<file path="src/rtl/seq_shift_alu.sv">
// rtl/seq_shift_alu.sv - multi-cycle shift/rotate ALU, one bit position per clock
//
// Ports:
//   clk, rst_n        clock (rising edge), asynchronous active-low reset
//   start             request, sampled only in IDLE or DONE
//   operand_a         source operand, captured on accept
//   alu_op            operation code, captured on accept
//   shift_amt         bit positions, captured on accept, clamped to WIDTH
//   busy              high while shifting
//   done              one-cycle pulse when result/flags are valid
//   result            registered result, held until next accept
//   shift_overflow    sticky OR of all bits shifted out
//   zero              registered result == 0
module seq_shift_alu #(
    parameter int WIDTH = 8,
    parameter int AMT_W = $clog2(WIDTH + 1)
) (
    input  logic             clk,
    input  logic             rst_n,
    input  logic             start,
    input  logic [WIDTH-1:0] operand_a,
    input  logic [3:0]       alu_op,
    input  logic [AMT_W-1:0] shift_amt,
    output logic             busy,
    output logic             done,
    output logic [WIDTH-1:0] result,
    output logic             shift_overflow,
    output logic             zero
);

    localparam logic [3:0] OP_PUR = 4'd0;
    localparam logic [3:0] OP_SHL = 4'd1;
    localparam logic [3:0] OP_SHR = 4'd2;
    localparam logic [3:0] OP_UNC = 4'd3;
    localparam logic [3:0] OP_ROL = 4'd4;
    localparam logic [3:0] OP_ROR = 4'd5;
    localparam logic [3:0] OP_ASR = 4'd6;

    localparam logic [AMT_W-1:0] AMT_MAX = AMT_W'(WIDTH);
    localparam logic [AMT_W-1:0] AMT_ONE = AMT_W'(1);

    typedef enum logic [1:0] {
        ST_IDLE  = 2'd0,
        ST_SHIFT = 2'd1,
        ST_DONE  = 2'd2
    } state_t;

    state_t           state;
    logic [3:0]       op_r;
    logic [AMT_W-1:0] count;

    logic             accept;
    logic             is_shift_op;
    logic [AMT_W-1:0] amt_eff;
    logic [WIDTH-1:0] load_val;
    logic [WIDTH-1:0] step_val;
    logic             step_out;

    // Only IDLE and DONE accept; DONE accepting gives back-to-back operation.
    assign accept = start && (state == ST_IDLE || state == ST_DONE);

    always_comb begin
        is_shift_op = (alu_op == OP_SHL) || (alu_op == OP_SHR) ||
                      (alu_op == OP_ROL) || (alu_op == OP_ROR) ||
                      (alu_op == OP_ASR);
        amt_eff     = (shift_amt > AMT_MAX) ? AMT_MAX : shift_amt;
        load_val    = (alu_op == OP_UNC) ? WIDTH'(1) : operand_a;
    end

    // One bit position of the captured operation applied to the result register.
    always_comb begin
        step_val = result;
        step_out = 1'b0;
        case (op_r)
            OP_SHL: begin
                step_val = {result[WIDTH-2:0], 1'b0};
                step_out = result[WIDTH-1];
            end
            OP_SHR: begin
                step_val = {1'b0, result[WIDTH-1:1]};
                step_out = result[0];
            end
            OP_ROL: step_val = {result[WIDTH-2:0], result[WIDTH-1]};
            OP_ROR: step_val = {result[0], result[WIDTH-1:1]};
            OP_ASR: begin
                step_val = {result[WIDTH-1], result[WIDTH-1:1]};
                step_out = result[0];
            end
            default: begin
                step_val = result;
                step_out = 1'b0;
            end
        endcase
    end

    always_ff @(posedge clk or negedge rst_n) begin
        if (!rst_n) begin
            state          <= ST_IDLE;
            op_r           <= OP_PUR;
            count          <= '0;
            result         <= '0;
            zero           <= 1'b1;
            shift_overflow <= 1'b0;
            busy           <= 1'b0;
            done           <= 1'b0;
        end else if (accept) begin
            op_r           <= alu_op;
            result         <= load_val;
            zero           <= (load_val == '0);
            shift_overflow <= 1'b0;
            count          <= amt_eff;
            if (is_shift_op && amt_eff != '0) begin
                state <= ST_SHIFT;
                busy  <= 1'b1;
                done  <= 1'b0;
            end else begin
                state <= ST_DONE;
                busy  <= 1'b0;
                done  <= 1'b1;
            end
        end else begin
            case (state)
                ST_SHIFT: begin
                    result         <= step_val;
                    zero           <= (step_val == '0);
                    shift_overflow <= shift_overflow | step_out;
                    count          <= count - AMT_ONE;
                    if (count == AMT_ONE) begin
                        state <= ST_DONE;
                        busy  <= 1'b0;
                        done  <= 1'b1;
                    end
                end
                ST_DONE: begin
                    state <= ST_IDLE;
                    done  <= 1'b0;
                end
                default: begin
                    state <= ST_IDLE;
                    busy  <= 1'b0;
                    done  <= 1'b0;
                end
            endcase
        end
    end

endmodule

</file>
<file path="config.mk">
export PLATFORM = sky130hd
export DESIGN_NAME = seq_shift_alu
export DESIGN_NICKNAME = d
export VERILOG_FILES = /design/src/rtl/seq_shift_alu.sv
export SDC_FILE = /design/constraint.sdc
export NUM_CORES = 1
export LEC_CHECK = 0
export ABC_AREA = 0
export CAP_MARGIN = 20
export CORE_UTILIZATION = 55
export CTS_BUF_LIST = sky130_fd_sc_hd__clkbuf_4
export CTS_CLUSTER_DIAMETER = 40
export DETAILED_ROUTE_END_ITERATION = 10
export PLACE_DENSITY = 0.85
export REMOVE_ABC_BUFFERS = 1
export SYNTH_ARGS = -nofsm -noshare
export SYNTH_HDL_FRONTEND = slang
export SYNTH_SLANG_ARGS = --single-unit
</file>
<file path="constraint.sdc">
create_clock -name clk -period 5.09 [get_ports clk]
set_input_delay 1.018 -clock clk [delete_from_list [all_inputs] [get_ports clk]]
set_output_delay 1.018 -clock clk [all_outputs]
set_load 0.05 [all_outputs]
</file>
Word-level counts from Yosys, hierarchy flattened. Index checks and enable logic that the tools add are counted.

Output and inout bits: 12. Word-level logic and storage cells: 65. Input bits: 19. Bits in registers: 22.

Reduce and logical (&&, ||, !) cells: 14. Eq/ne operators: 16. $lt $le $gt $ge: 1. $add $sub $neg: 1. Mux-type cells: 24. Bitwise operators: 1.

Operators by type and width (number): $pmux W8 S5 (1); $eq A4 B3 Y1 const B (6); $mux W8 (3); $logic_not A8 Y1 (2); $eq A4 B1 Y1 const B (3); $eq A4 B2 Y1 const B (3); $mux W4 (3); $mux W1 (11); $mux W2 (4); $logic_or A1 B1 Y1 (5); $gt A4 B4 Y1 const B (1); $pmux W1 S2 (2); $reduce_bool A4 Y1 (1); $sub A4 B1 Y4 const B (1); $ne A3 B3 Y1 const B (1); $eq A2 B1 Y1 const B (1); $eq A2 B2 Y1 const B (1); $logic_and A1 B1 Y1 (2); $logic_not A2 Y1 (1); $ne A2 B2 Y1 const B (1); $reduce_and A2 Y1 (1); $reduce_bool A2 Y1 (1); $reduce_or A2 Y1 (1); $or A1 B1 Y1 (1).

Depth between registers and ports, before layout.
Word-level depth: 8. Mapped depth: 8. Mapped depth without buffers: 6.

Worst setup path before layout. No wires, ideal clock.

Path kind: in2reg. From: input start. To: register done. Buffers on the path: 0. Arrival: 1.869 ns. Setup time: 0.131 ns. Stages: 5. Required time: 4.959 ns. Path slack: 3.090 ns. Cells stage by stage: nor2b_1 > nand2_1 > or4_1 > o21ai_0 > nor2_1.

Longest elaborated chain between the ends: 2. Elaborated cells between the ends (all ways): 3. Classes of those cells: eq/ne (1); mux (1); reduce/logical (1).

Ends and longest elaborated chain: start: declaration (line 20) `input logic start,`; $logic_and A1 B1 Y1 (*) (line 60) `assign accept = start && (state == ST_IDLE || state == ST_DONE);`; $ne A3 B3 Y1 (no line) / $mux W1 (equally long branches); end signal: assignment (line 105) `done <= 1'b0;`; end signal: assignment (line 115) `done <= 1'b0;`; end signal: assignment (line 119) `done <= 1'b1;`; end: declaration (line 25) `output logic done,`.

Mark *: on every way between the ends. The rest lies on a longest branch, timed or not. A chain may end at the register's enable or synchronous reset.

Final worst setup path.
From: input start. To: register result[6].

Longest elaborated chain between the ends: 2. Elaborated cells between the ends (all ways): 3. Classes of those cells: mux (1); reduce/logical (2).

Ends and longest elaborated chain: $logic_and A1 B1 Y1 (*) (line 60); $mux W8 / $reduce_bool A2 Y1 (equally long branches); end signal: assignment (line 108) `result <= load_val;`; end signal: assignment (line 124) `result <= step_val;`; end: declaration (line 26) `output logic [WIDTH-1:0] result,`.

Marks and branches as above.

==> metrics.yaml <==
status: "completed"
hp-start: "busy$_DFFE_PN0P_"
initial_core_util_pct: 59.6
timing.setup.tns_ns: 0
critPathMaxStageDelay_ns: 0.65
final_util_pct: 71.2
power_leakage_uw: 0.000721
globalplace.congestion: 0.903
crit_arrival_ns: 2.95
crit_path_start_kind: "input port"
period_share_pct: 54.3
ys_async_sr_fraction_pct: 100
hold_buffers: 0
drv_cap: 0
period_needed_ns: 2.77
tightest_slew_ns: 0.790
clkSinkCount: 21
synth.avg_cell_area_um2: 8.30
synth_cell_type_count: 46
antennaDiodeCount: 0
ant_nets: 0
vias_per_cell: 6.28
port_buffers: 30
synth.ff_latch_count: 21
rr_worst_depth: 6
ctsResizeCount: 0
core_area_mm2: 0.00252
yosysWarnings: 0
cts-root-buf: "clkbuf_4"
holdCritPathClass: "reg -> reg"
cts_inserted_buffers: 3
synthCells: 181
hold_path_end: "busy$_DFFE_PN0P_"
r2r_setup_slack_ns: 2.68
ctsHtreeMaxLevel: 1
drive_gt1_share_pct: 4.41
path_clk_slew_ns: 0.12
cp_max_fo: 14
ys_seq_area_share_pct: 35.1
syn_area_mm2: 0.00150
grt-ovfl-total: 0
grt_pass1_wl_mm: 6.07
multiInputGateArea_um2: 862
rsz0062_at_grt: "false"
pre_cts_ws_ns: 2.03
io_pins: 31
cp_num_buf_inv: 1
die_w_um: 54.3
num_rows: 18
finalMaxSlewViolations: 0
power.density_mw_per_mm2: 636
path_class: "in -> reg"
irDropWorstVdd_mv: 0.475
synth_edf_count: 0
nets: 226
timing.rr.end: "zero$_DFFE_PN1P_"
wl_per_cell_um: 15.9
timing.final.ws_setup_ns: 2.32
cp.required_ns: 5.28
clock_path_buffers: 2
hpwl_mm: 2.71
relSlewSlack_pct: 47.2
reg2reg_from: "op_r[0]$_DFFE_PN0P_"
synthFlopType: "dfrtp_1"
routed-via-count: 1470
max_freq_mhz: 361
cpLargestDelayFamily: "simple AND/OR/NAND/NOR gates"
antenna_found_initial: 0
die_area_mm2: 0.00295
final_common_cell: "clkdlybuf4s50_1"
crit_path_end_kind: "flip-flop"
hold_viol_final: 0
wirelength_mm: 3.73
total_power_uw: 1140
crit_chain: "clkdlybuf4s50_1 > nor2b_1 > nor2_1 > a22oi_1 > o21ai_0"
postCtsSetupBuffers: 0
crit_cells: 5
setup_viol: 0
cts_tree: "built"
seqCellArea_um2: 527
holdPathStages: 2
grt_usage_pct: 28.8
worstSkewPairLatency_ns: 0.31
cp_slowest_cell: "nor2b_1"
die_y_um: 54.3
syn_to_final_growth_pct: 19.5
drc: 0
fillers: 217
drt_iter0_drc: 49
firstDrtPassIters: 4
finalClockSkew_ns: 0.00827
startpoint: "start"
final_cell_mix: "30 x clkdlybuf4s50_1, 26 x nand2_1, 20 x dfrtp_1"
grt_pass1_vias: 1327
grt_max_degree: 22
[registers in the layout (all words and copies together) (netlist names)]
register / cells
busy: 1
count: 4
done: 1
op_r: 4
result: 8
shift_overflow: 1
state: 1
zero: 1
[kinds of logic after synthesis]
| logic type | after synthesis | synth area share (%) |
|---|---|---|
| and+or+nand+nor | 79 | 27.1 |
| buffers and inverters | 19 | 7.58 |
| xor gates and xnor gates | 1 | 0.583 |
| AOI/OAI and AO/OA | 53 | 24.0 |
| adders and majority gates | 2 | 1.67 |
| muxes | 6 | 4.00 |
| DFF | 21 | 35.1 |
[area by class of cell]
class	instances	share of cell area, %
Inverter	7	1.46
Multi-Input combinational cell	141	48.0
Clock inverter	1	0.279
Sequential cell	21	29.3
Clock buffer	3	1.25
Tap cell	30	2.09
Timing Repair Buffer	31	17.6
[routing by layer]
| layer | GRT usage [%] | vias to the layer above | share of wire, % |
|---|---|---|---|
| li1 | - | 708 | - |
| met1 | 38.5 | 697 | 44 |
| met2 | 48.4 | 59 | 50 |
| met3 | 3.06 | 6 | 4.2 |
| met4 | 9.83 | 0 | 1.6 |
| met5 | 0 | - | 0 |
[power breakdown]
part           leakage [uW]  internal [uW]  switching (uW)
clock             0.0000177           29.3            51.9
combinational      0.000445            272             401
sequential         0.000259            236             151
total              0.000721            538             604
[worst max-delay path by stage]
stage | endpoint | slack (ns)
after floorplan | done$_DFFE_PN0P_ | 2.80
after global placement | result[4]$_DFFE_PN0P_ | 2.10
after detailed placement | done$_DFFE_PN0P_ | 2.03
after CTS | done$_DFFE_PN0P_ | 2.37
after global routing | count[1]$_DFFE_PN0P_ | 2.14
final | result[6]$_DFFE_PN0P_ | 2.32
[through the flow]
stage / area (um^2) / hold WS, ns / cells
finish: 1800 / 0.498 / 234
global route: 1800 / 0.557 / 234
CTS: 1780 / 0.502 / 233
detailed placement: 1750 / 0.470 / 229
global placement: 1750 / 0.466 / 229
floorplan: 1420 / 0.495 / 169
[cell usage after synthesis (2+ instances only)]
library cell	instances	area, um^2
a22o_1	2	17.5
dfrtp_1	20	500
nor3b_1	8	60.1
a32oi_1	2	17.5
nand2_1	26	97.6
o21ai_0	17	85.1
ha_1	2	25.0
nor2_1	15	56.3
a22oi_1	9	67.6
o22ai_1	3	18.8
a21oi_1	3	15.0
inv_1	7	26.3
clkbuf_1	5	18.8
a221oi_1	3	26.3
nor3_1	6	30.0
buf_6	5	56.3
mux2i_1	6	60.1
nand2b_1	2	12.5
o221ai_1	2	17.5
nor2b_1	9	56.3
nor4_1	3	18.8
o31ai_1	2	15.0
[worst register-to-register path, cell delays in order (launching register included)]
cell and delay, ns:
dfrtp_1 0.70, nor2b_1 0.51, a211oi_1 0.22, nor3_2 0.23, nor2b_1 0.07, or4b_1 0.47
o21ai_1 0.14
No activity file was read; power rests on OpenSTA's default activity.
